==> src/rtl/ldpc_pkg.sv <==
// Shared LDPC base-matrix constants and scheduler state encoding.
// Modules take these as parameter defaults so a code variant can override them.
package ldpc_pkg;

   localparam int Z               = 54;
   localparam int NUM_INFO_BLKS   = 20;
   localparam int NUM_PARITY_BLKS = 4;
   localparam int TOTAL_BLKS      = NUM_INFO_BLKS + NUM_PARITY_BLKS;
   localparam int ENTRY_W         = 8;

   localparam logic [ENTRY_W-1:0] NULL_ENTRY = '1;

   typedef enum logic [1:0] {
      S_IDLE,
      S_SCAN,
      S_DRAIN,
      S_DONE
   } sched_state_t;

endpackage

==> src/rtl/sched_cmd_reg.sv <==
// Command output register: loads a new command, holds it under backpressure,
// and is cleared by a frame abort.
module sched_cmd_reg
   import ldpc_pkg::*;
#(
   parameter int W = 8
) (
   input  logic         clk,
   input  logic         rst_n,
   input  logic         flush,
   input  logic         load,
   input  logic         next_valid,
   input  logic [W-1:0] next_data,
   output logic         valid,
   output logic [W-1:0] data
);

   // Payload is zeroed whenever no command is held, so idle fields read as 0.
   always_ff @(posedge clk or negedge rst_n) begin
      if (!rst_n) begin
         valid <= 1'b0;
         data  <= '0;
      end else if (flush) begin
         valid <= 1'b0;
         data  <= '0;
      end else if (load) begin
         valid <= next_valid;
         data  <= next_valid ? next_data : '0;
      end
   end

endmodule

==> src/rtl/proto_matrix_scheduler.sv <==
// Scans the information part of a QC-LDPC base matrix row by row and issues
// one shift command per non-null circulant plus a row-close command per row.
module proto_matrix_scheduler
   import ldpc_pkg::*;
#(
   parameter int Z               = ldpc_pkg::Z,
   parameter int NUM_INFO_BLKS   = ldpc_pkg::NUM_INFO_BLKS,
   parameter int NUM_PARITY_BLKS = ldpc_pkg::NUM_PARITY_BLKS,
   parameter int TOTAL_BLKS      = NUM_INFO_BLKS + NUM_PARITY_BLKS,
   parameter int ENTRY_W         = ldpc_pkg::ENTRY_W,
   localparam int ADDR_W  = $clog2(NUM_PARITY_BLKS * TOTAL_BLKS),
   localparam int ROW_W   = $clog2(NUM_PARITY_BLKS),
   localparam int COL_W   = $clog2(NUM_INFO_BLKS),
   localparam int SHIFT_W = $clog2(Z),
   localparam int NNZ_W   = $clog2(NUM_PARITY_BLKS * NUM_INFO_BLKS + 1)
) (
   input  logic               clk,
   input  logic               rst_n,
   input  logic               start,
   output logic               start_ready,
   input  logic               abort,
   output logic [ADDR_W-1:0]  rom_addr,
   input  logic [ENTRY_W-1:0] rom_data,
   output logic               cmd_valid,
   input  logic               cmd_ready,
   output logic [ROW_W-1:0]   cmd_row,
   output logic [COL_W-1:0]   cmd_col,
   output logic [SHIFT_W-1:0] cmd_shift,
   output logic               cmd_last,
   output logic               cmd_null,
   output logic               done,
   output logic [NNZ_W-1:0]   nnz_count,
   output logic               cfg_err
);

   localparam int PAY_W = ROW_W + COL_W + SHIFT_W + 2;
   localparam logic [ROW_W-1:0]   LAST_ROW  = ROW_W'(NUM_PARITY_BLKS - 1);
   localparam logic [COL_W-1:0]   LAST_COL  = COL_W'(NUM_INFO_BLKS - 1);
   localparam logic [ENTRY_W-1:0] NULL_CODE = '1;
   localparam logic [ENTRY_W-1:0] Z_CODE    = ENTRY_W'(Z);

   sched_state_t     state, state_nxt;
   logic [ROW_W-1:0] row;
   logic [COL_W-1:0] col;
   logic             active, start_acc, load, scan_load, last_col, last_row;
   logic             entry_null, entry_bad, entry_ok, issue;
   logic [SHIFT_W-1:0] shift_nxt;
   logic [PAY_W-1:0]   pay_nxt, pay;

   assign active     = (state != S_IDLE);
   assign start_acc  = (state == S_IDLE) && start && !abort;
   assign load       = !cmd_valid || cmd_ready;
   assign scan_load  = (state == S_SCAN) && load;
   assign last_col   = (col == LAST_COL);
   assign last_row   = (row == LAST_ROW);

   // Out-of-range shifts flag cfg_err and are then handled exactly like null.
   assign entry_null = (rom_data == NULL_CODE);
   assign entry_bad  = !entry_null && (rom_data >= Z_CODE);
   assign entry_ok   = !entry_null && !entry_bad;
   assign issue      = scan_load && (entry_ok || last_col);
   assign shift_nxt  = entry_ok ? rom_data[SHIFT_W-1:0] : '0;
   assign pay_nxt    = {row, col, shift_nxt, last_col, !entry_ok};

   // NOTE: sequential state uses non-blocking assignments so every flop samples pre-edge values.
   always_ff @(posedge clk or negedge rst_n) begin
      if (!rst_n) state <= S_IDLE;
      else        state <= state_nxt;
   end

   always_comb begin
      // NOTE: default assignment first so no path through the case infers a latch.
      state_nxt = state;
      case (state)
         S_IDLE:  if (start_acc) state_nxt = S_SCAN;
         S_SCAN: begin
            if (abort)                                state_nxt = S_IDLE;
            else if (scan_load && last_col && last_row) state_nxt = S_DRAIN;
         end
         S_DRAIN: begin
            if (abort)                        state_nxt = S_IDLE;
            else if (cmd_valid && cmd_ready)  state_nxt = S_DONE;
         end
         S_DONE:  state_nxt = S_IDLE;
         default: state_nxt = S_IDLE;
      endcase
   end

   always_comb begin
      start_ready = (state == S_IDLE);
      done        = (state == S_DONE);
      rom_addr    = '0;
      if (state == S_SCAN)
         rom_addr = ADDR_W'(row) * ADDR_W'(TOTAL_BLKS) + ADDR_W'(col);
   end

   // Scan position only moves when the current entry has been consumed.
   always_ff @(posedge clk or negedge rst_n) begin
      if (!rst_n) begin
         row <= '0;
         col <= '0;
      end else if (start_acc) begin
         row <= '0;
         col <= '0;
      end else if (scan_load && !abort) begin
         if (last_col) begin
            col <= '0;
            row <= row + ROW_W'(1);
         end else begin
            col <= col + COL_W'(1);
         end
      end
   end

   always_ff @(posedge clk or negedge rst_n) begin
      if (!rst_n)                                     nnz_count <= '0;
      else if (start_acc)                             nnz_count <= '0;
      else if (cmd_valid && cmd_ready && !cmd_null)   nnz_count <= nnz_count + NNZ_W'(1);
   end

   always_ff @(posedge clk or negedge rst_n) begin
      if (!rst_n)                      cfg_err <= 1'b0;
      else if (scan_load && entry_bad) cfg_err <= 1'b1;
   end

   sched_cmd_reg #(
      .W (PAY_W)
   ) u_cmd_reg (
      .clk        (clk),
      .rst_n      (rst_n),
      .flush      (abort && active),
      .load       (load),
      .next_valid (issue),
      .next_data  (pay_nxt),
      .valid      (cmd_valid),
      .data       (pay)
   );

   assign {cmd_row, cmd_col, cmd_shift, cmd_last, cmd_null} = pay;

endmodule

==> config.mk <==
export PLATFORM = sky130hd
export DESIGN_NAME = proto_matrix_scheduler
export DESIGN_NICKNAME = d
export VERILOG_FILES = /design/src/rtl/ldpc_pkg.sv /design/src/rtl/sched_cmd_reg.sv /design/src/rtl/proto_matrix_scheduler.sv
export SDC_FILE = /design/constraint.sdc
export NUM_CORES = 1
export LEC_CHECK = 0
export CAP_MARGIN = 20
export CORE_ASPECT_RATIO = 0.6
export CORE_MARGIN = 1.5
export CORE_UTILIZATION = 35
export CTS_CLUSTER_DIAMETER = 100
export DETAILED_ROUTE_END_ITERATION = 7
export PLACE_DENSITY = 0.58
export SETUP_SLACK_MARGIN = 0.1
export SLEW_MARGIN = 0
export SYNTH_ARGS = -nofsm -noshare
export SYNTH_HDL_FRONTEND = slang
export SYNTH_SLANG_ARGS = --single-unit
==> constraint.sdc <==
create_clock -name clk -period 4.4 [get_ports clk]
set_input_delay 0.44 -clock clk [delete_from_list [all_inputs] [get_ports clk]]
set_output_delay 0.44 -clock clk [all_outputs]
set_load 0.1 [all_outputs]
==> summary.md <==
| Metric | Value |
|---|---|
| Status | finished clean |
| Comb power frac | 0.209 |
| Routability cong. | 0.823 |
| # H-tree levels | 2 |
| Slew Limit Headroom | 0.347 |
| Pre-CTS worst setup slack | between 1 and 1.5 ns |
| Post-synth ARST share | 1.00 |
| Reg clk slew, reported paths | 0.06 ns |
| I/O Buffers | 45 |
| Buf/Inv on CP | 3 |
| Post-CTS Setup Bufs | 0 |
| Setup TNS | 0 ns |
| DRT iter0 DRCs | 39 |
| Grt total ovfl | 0 |
| Net Sw Power | 0.229 mW |
| Clock Power Share | 0.315 |
| Crit path DAT | 2.99 ns |
| Synth Flop Type | dfrtp_1 |
| Mapped Area | 1660 um2 |
| Worst endpoint required time | 3.96 ns |
| CTS buffer count | 5 |
| Synth Register Bits | 33 |
| Sequential share of power | 0.476 |
| Top-area cell type share of the netlist area | 0.499 |
| Io pins | 46 |
| Clk_lat worst skew | 0.28 ns |
| Sink Count | 33 |
| Die Width | 91.8 um |
| Gr usage total | 0.167 |
| Routed WL | just under 4000 um |
| # DRC | 0 |
| CTS root buffer | clkbuf_8 |
| Ratio of cells with drive above 1 in the final layout | 0.0683 |
| Min-delay src | cfg_err |
| RR Startpoint | u_cmd_reg.valid |
| Largest net degree at the start of global routing | 34 |
| Top-count cell post-synth | dfrtp_1 |
| Worst Max-Slew Pin Slew | 0.977 ns |
| Clock tree buffer depth | 2 |
| Die area | 5160 um2 |
| Power Dens Cells | about 320 nW/um2 |
| Ys Warns | 0 |
| WHS | between 0.4 and 0.5 ns |
| Dpl cells | ~260 |
| CTS tree | done |
| Number of flops mapped to enable cells by yosys | 0 |
| Die height | 56.3 um |
| Pre-Repair DR Iteration Count | 4 |
| Maxcap violations | 0 |
| Setup crit end kind | output pin |
| Crit path time final | roughly 3.4 ns |
| Synthesized Nets | about 180 |
| Final Core Density | 0.494 |
| Int Pwr | 0.487 mW |
| CP Cell Sequence | inv_1 -> ha_1 -> inv_1 -> ha_1 -> a21oi_1 -> nor2b_1 -> xnor2_1 -> nor2_1 -> clkdlybuf4s50_1 |
| Vias | 1,363 |
| Maximum fanout along the worst path | 5 |
| Global-route wire length before repair | 6770 um |
| # setup viols final | 0 |
| Fin cells | 268 |
| Area delta synth->final | 36.1% |
| Leakage | about 0.97 nW |
| Top post-synthesis cells by area | dfrtp_1, a22o_1, ha_1, nor2_1, xnor2_1 |
| CTS Hold Bufs | 0 |
| Cell taking the most area after synthesis | dfrtp_1 |
| Area after DPL | 2170 um2 |
| Final ANT Viol Nets | 0 |
| R2R depth | 3 |
| Core area | 4560 um2 |
| Final net count | between 200 and 250 |
| Largest stage delay, worst path | 1.14 ns |
| WP depth | 9 |
| WL/cell | 14.4 um |
| Period utilization | 0.779 |
| Starting Density | 0.363 |
| Hold crit path type | reg -> reg |
| Slowest stage cell, crit path | clkdlybuf4s50_1 |
| Initial antenna violation count | 0 |
| Crit-path leading delay family | buffers and inverters |
| Gate Count Post-Synth | around 160 |
| Max VDD drop | 0.169 mV |
| Post-synthesis cell type count | 39 |
| Final clock skew | 0.00533 ns |
| Ant diodes | 0 |
| Post-Layout Inst Area | 2250 um2 |
| Critical path launch point type | flip-flop |
| DP HPWL | 2870 um |
| Crit Path Class | reg -> out |
| PostCTS Resize Cnt | 0 |
| Setup ws final | a little under 1 ns |
| Switching share of power | 0.320 |
| Via density | 5.09 |
| Mean area per synthesized cell | 10.5 um2 |
| Sequential area share after synthesis | 0.499 |
| Commonest cells in the netlist | dfrtp_1, a22o_1, nor2_1 |
| Fmax | 292 MHz |
| Slew Viols, Final | 0 |
| CP startpoint | row[0] |
| Placement Rows | 19 |
| Vias in the first global route | between 1,000 and 1,500 |
| RSZ-0062 raised after global routing | no |
| Power Total | 0.716 mW |
| Worst hold stages | 1 |
| Hold Vio Cnt, Final | 0 |
-- worst reg2reg max path, cell delays in order (launching register included) --
cell     delay, ns
dfrtp_1       0.42
nor2b_1       0.42
and2_0        0.76
a22o_1        0.28
-- cells in the final DEF, fill, tap and decap left out, drive strengths merged, types with 3 or more instances in the layout --
cell type / n
clkdlybuf4s50: 45
dfrtp: 33
nor2: 16
a22o: 14
nand2: 11
a21oi: 8
nor3: 7
and2: 7
clkbuf: 7
xnor2: 6
ha: 6
nor2b: 5
o21ai: 5
nand4: 4
inv: 3
a21o: 3
nand3: 3
xor2: 3
-- state kept, by name, indices dropped and copies added, names as in the netlist --
name,cells
state,2
row,2
u_cmd_reg.data,15
cfg_err,1
col,5
nnz_count,7
u_cmd_reg.valid,1
-- layer usage --
metal,track usage,vias up,part of all wire
met2,0.226,46,0.39
met1,0.256,653,0.53
met5,0,-,0
met3,0.0393,6,0.058
met4,0.0637,0,0.012
li1,-,658,-
-- power groups by stage --
stage / Sequential (mW) / Combinational (mW) / Clock (mW)
after floorplan: 0.369 / 0.0755 / 0
after global placement: 0.344 / 0.149 / 0
after detailed placement: 0.346 / 0.151 / 0
after CTS: 0.340 / 0.151 / 0.230
after global routing: 0.344 / 0.161 / 0.245
final: 0.341 / 0.150 / 0.226
-- cell families after synthesis --
logic type      Yosys count  share of synthesized area
mux                       1                    0.00605
simple gates             63                      0.209
xor+xnor                  9                     0.0476
flops                    33                      0.499
fa+ha+maj                 7                     0.0574
buf+inv                   9                     0.0219
compound gates           36                      0.159
-- layout make-up --
class,instances,area (um2)
sequential,33,826
timing repair buffer,46,458
inverter,3,11.3
tap,63,78.8
fill,430,2310
multi-input combinational,116,793
clock buffer,7,86.3
-- worst paths after layout --
check | endpoint | slack [ns]
max | rom_addr[6] | 0.97
min | cfg_err | 0.47
max reg2reg | u_cmd_reg.data[2] | 2.46
min reg2reg | cfg_err | 0.47
max in group asynchronous | nnz_count[5] | 3.54
min in group asynchronous | u_cmd_reg.data[3] | 0.56
(Power assumes the default switching activity.)
==> variant 1: new RTL, same settings <==
`Z`: 54 -> 108.
--- a/src/rtl/ldpc_pkg.sv
+++ b/src/rtl/ldpc_pkg.sv
@@ -2,7 +2,7 @@
 // Modules take these as parameter defaults so a code variant can override them.
 package ldpc_pkg;
 
-   localparam int Z               = 54;
+   localparam int Z               = 108;
    localparam int NUM_INFO_BLKS   = 20;
    localparam int NUM_PARITY_BLKS = 4;
    localparam int TOTAL_BLKS      = NUM_INFO_BLKS + NUM_PARITY_BLKS;
Interface: changed (resized cmd_shift); port bits go from 46 to 47. No check against the original RTL was run, so the function may have changed too.
==> variant 1 against the unedited design <==
  * Area after synthesis grew 0.38%
  * Routed wire length grew 6.1%
  * Clock power grew 18%
  * Critical endpoint unchanged
  * Largest cell class unchanged
  * Non-clock buffer count rose by 3
  * Synthesized cell count down 1.9%
  * Total power rose by 3.8%
  * Sequential cell count is 1 higher
  * Fmax rose by 0.50%
  * Design area is 2.1% higher
  * Worst setup slack improved by 17 ps
==> variant 1: results (changes against the unedited design) <==
- Met2 wire len: 1.741 mm (+14%)
- Leak: 1.014 nW (+4.3%)
- R2R Path End: u_cmd_reg.data[5]
- DP HPWL: 2.898 mm (+0.87%)
- Compound-gate portion of the synthesized area: 15.44% (-0.44 points)
- Reg2Reg Setup Slack: 2500 ps (+40 ps)
- Rel. slew slack: 34.54% (-0.13 points)
- Met3 routed wirelength: 290 um (+29%)
- Placed Instances: 260 (-0.38%)
- Synth Area in Adders: 5.723% (-0.022 points)
- Fraction of final layout cells sized beyond drive strength 1: 7.317% (+0.49 points)
- Peak VDD IR: 0.1563 mV (-7.7%)
- Unique masters post-synth: 37 (-5.1%)
- Number of global-route vias before repair: 1386 (+1.8%)
- Largest registers: u_cmd_reg.data (16), nnz_count (7), col (5)
- Hold Slack: 493.8 ps (+25.99 ps)
- Pre-CTS setup slack: 1289 ps (+5.110 ps)
- Global placer's final weighted congestion: 0.7964 (-3.2%)
- Syn_area_per_cell: 10.72 um2 (+2.3%)
- Final WL: 4.107 mm (+6.1%)
- Xor/xnor share of the synthesized area: 4.217% (-0.55 points)
- CP max FO: 6 (+1)
- Worst EP arrival: 2970 ps (-20 ps)
- Gr usage total: 17.42% (+0.70 points)
- IO buf count: 46 (+2.2%)
- Outcome: complete, no violations
- Dominant cells by area after synthesis: dfrtp_1 (51%), a22o_1 (7.4%), ha_1 (4.5%), nor2_1 (3.2%), a21oi_1 (2.4%)
[variant 1: worst max path at each step]
stage	startpoint	endpoint	slack, ps	depth (start not counted)
after floorplan	row[0]	rom_addr[6]	1370	8
after global routing	row[0]	rom_addr[6]	850	9
final	row[0]	rom_addr[6]	990	9
after global placement	row[0]	rom_addr[6]	1380	9
after detailed placement	row[0]	rom_addr[6]	1290	9
after CTS	row[0]	rom_addr[6]	960	9
[variant 1: layout make-up]
class / instances / area (um2)
clock buffers: 8 / 110.1
flip-flops and latches: 34 / 850.8
well taps: 63 / 78.83
fillers: 427 / 2263
repair buffers: 49 / 483.0
inverters: 3 / 11.26
multi-input cells: 111 / 767.0
[variant 1: logic make-up after synthesis]
| logic type | Yosys count |
|---|---|
| compound gates | 37 |
| xor+xnor | 8 |
| fa+ha+maj | 7 |
| buf+inv | 10 |
| flops | 34 |
| mux | 2 |
| simple gates | 57 |
[variant 1: routing by layer]
layer  GRT usage [%]  up-vias
met5               0        -
met4           6.154        0
met3           5.420        4
met2           24.66       48
met1           25.04      674
li1                -      657
[variant 1: where the power goes]
part	internal (mW)	switching, mW	total, mW
combinational	0.0414	0.0957	0.137
sequential	0.324	0.0155	0.340
clock	0.158	0.108	0.266
==> variant 2: new RTL, same flow settings <==
Made on the original files. Encoding of `sched_state_t`: now Gray code (2 bits for 4 states).
--- a/src/rtl/ldpc_pkg.sv
+++ b/src/rtl/ldpc_pkg.sv
@@ -11,10 +11,10 @@
    localparam logic [ENTRY_W-1:0] NULL_ENTRY = '1;
 
    typedef enum logic [1:0] {
-      S_IDLE,
-      S_SCAN,
-      S_DRAIN,
-      S_DONE
+      S_IDLE  = 2'b00,
+      S_SCAN  = 2'b01,
+      S_DRAIN = 2'b11,
+      S_DONE  = 2'b10
    } sched_state_t;
 
 endpackage
Function: no difference found for any inputs over 10 cycles, from zero or initial values and one cycle with rst_n low; not proved beyond that.
==> variant 2 against the unedited design <==
  * Area after synthesis rose by 5.4%
  * First-iteration DRC count rose by 49%
  * Total power rose by 2.6%
  * Synthesized cell count fell by 2.5%
  * Fmax fell by 0.17%
  * Sequential cell count did not move
  * Worst setup slack got worse by 5.9 ps
  * Routed wire length rose by 12%
  * Design area rose by 3.3%
  * Clock skew rose by 4.7 ps
  * Die area rose by 5.1%
  * Critical path type unchanged
  * Critical endpoint unchanged
==> variant 2: results (changes against the unedited design) <==
- Outcome: complete, no violations
- Logic inverters: 3 (unchanged)
- TritonCTS Sinks: 33 (unchanged)
- Fraction of final layout cells sized beyond drive strength 1: 9.901% (+3.1 points)
- Clock buffer cells: 6 (-1)
- Leak: 1.024 nW (+5.3%)
- # diodes: 0 (unchanged)
- Global placer's final weighted congestion: 0.7636 (-7.2%)
- Seq/total area: 35.48% (-1.2 points)
- Post-CTS Resized: 0 (unchanged)
- Initial DRC Count: 58 (+49%)
- CTS max path bufs: 2 (unchanged)
- Gr usage total: 17.54% (+0.82 points)
- CP max FO: 5 (unchanged)
- Worst EP arrival: 2990 ps (about the same)
- Depth of the CTS H-tree: 2 (unchanged)
- Min cycle time layout: 3434 ps (+5.890 ps)
- Sequential fraction of the synthesis area: 47.35% (-2.5 points)
- Syn Nets: 174 (-2.2%)
- Worst-skew pair later-pin latency: 280 ps (about the same)
- First-pass GRT wire length: 7.120 mm (+5.2%)
- Dominant cells by area after synthesis: dfrtp_1 (47%), a22o_1 (7.0%), ha_1 (4.3%), nor2_1 (3.0%), xnor2_1 (2.5%)
- Non-clk buf share: 19.68% (-0.64 points)
- Largest registers: u_cmd_reg.data (15), nnz_count (7), col (5)
- Final nets: 221 (-1.8%)
- FILL cells: 439 (+2.1%)
- Share of async-settable or async-resettable flops after synthesis: 100.0% (unchanged)
- Pre-CTS setup slack: 1268 ps (-15.86 ps)
- Rel. slew slack: 34.06% (-0.61 points)
- Nonclk buf count: 46 (unchanged)
- Worst r2r src: col[0]
- Synth warn: 0 (unchanged)
- R2R depth: 5 (+2)
- DP HPWL: 3.152 mm (+9.7%)
- Clock slew at reported path FFs: 70 ps
- Post-synth EDFFs: 0 (unchanged)
- Unique masters post-synth: 45 (+15%)
- Post-DR wirelength/cell: 16.36 um (+13%)
- R2R Path End: u_cmd_reg.data[9]
- CP max stage delay: 1130 ps
- Crit path capture: rom_addr[6]
- Initial antenna violation count: 0 (unchanged)
- Multi-input combinational area share: 37.42% (+2.2 points)
- Drt first pass iters: 4 (unchanged)
- Reg2Reg Setup Slack: 2610 ps (+150 ps)
- Post-CTS Setup Bufs: 0 (unchanged)
- Peak VDD IR: 0.1391 mV (-18%)
- Crit-path slowest cell: clkdlybuf4s50_1
- Vias per cell: 5.140 (+1.1%)
- Commonest cells post-synth: dfrtp_1 (33), a22o_1 (14), nor2_1 (14)
- Fin Clk Skew: 10.04 ps (+4.715 ps)
- Clock network share of area: 3.548% (-0.28 points)
- Number of global-route vias before repair: 1415 (+3.9%)
- Count of multi-input gates: 112 (-3.4%)
- Synth Flop Type: dfrtp_1
[variant 2: cell count changes after synthesis, sizes merged, moves of 2 or more]
cell / unedited run / this run
nor3: 7 / 2
buf: 2 / 6
clkbuf: 4 / 0
or3: 1 / 4
and2: 7 / 5
[variant 2: worst min path at each step]
stage / startpoint / slack [ps] / to / depth (start not counted)
final: u_cmd_reg.data[1] / 490 / u_cmd_reg.data[1] / 1
after global routing: u_cmd_reg.data[1] / 510 / u_cmd_reg.data[1] / 1
after CTS: cfg_err / 490 / cfg_err / 1
after detailed placement: cfg_err / 470 / cfg_err / 1
after global placement: cfg_err / 460 / cfg_err / 1
after floorplan: rst_n / 140 / cfg_err / 0
[variant 2: kinds of logic (layout without fill, tap and decap cells)]
family / Yosys count / count (layout) / share of synthesized area [%]
XOR/XNOR: 8 / 8 / 4.017
buffers and inverters: 9 / 57 / 2.726
adder cells (fa/ha/maj): 7 / 7 / 5.452
multiplexers: 2 / 2 / 1.148
flip-flops: 33 / 33 / 47.35
AND/OR/NAND/NOR: 62 / 62 / 24.68
AO/OA/AOI/OAI: 33 / 33 / 14.63
[variant 2: per-layer routing]
| layer | global-route usage [%] | routed length (um) | vias to the layer above |
|---|---|---|---|
| met5 | 0 | 0 | - |
| met4 | 4.051 | 14 | 0 |
| met3 | 4.593 | 219 | 2 |
| met2 | 24.53 | 1831 | 33 |
| met1 | 27.11 | 2269 | 674 |
| li1 | - | - | 653 |
[variant 2: per-stage QoR]
step	instances	util, %	cell area (um2)
after CTS	265	49.69	2327
after global placement	257	47.93	2245
final	265	49.69	2327
after floorplan	154	-	1744
after detailed placement	257	47.93	2245
after global routing	265	49.69	2327
[variant 2: where the power goes]
part	internal (mW)	switching, mW
clock network	0.110	0.110
logic	0.0536	0.119
registers	0.317	0.0258
total	0.481	0.255
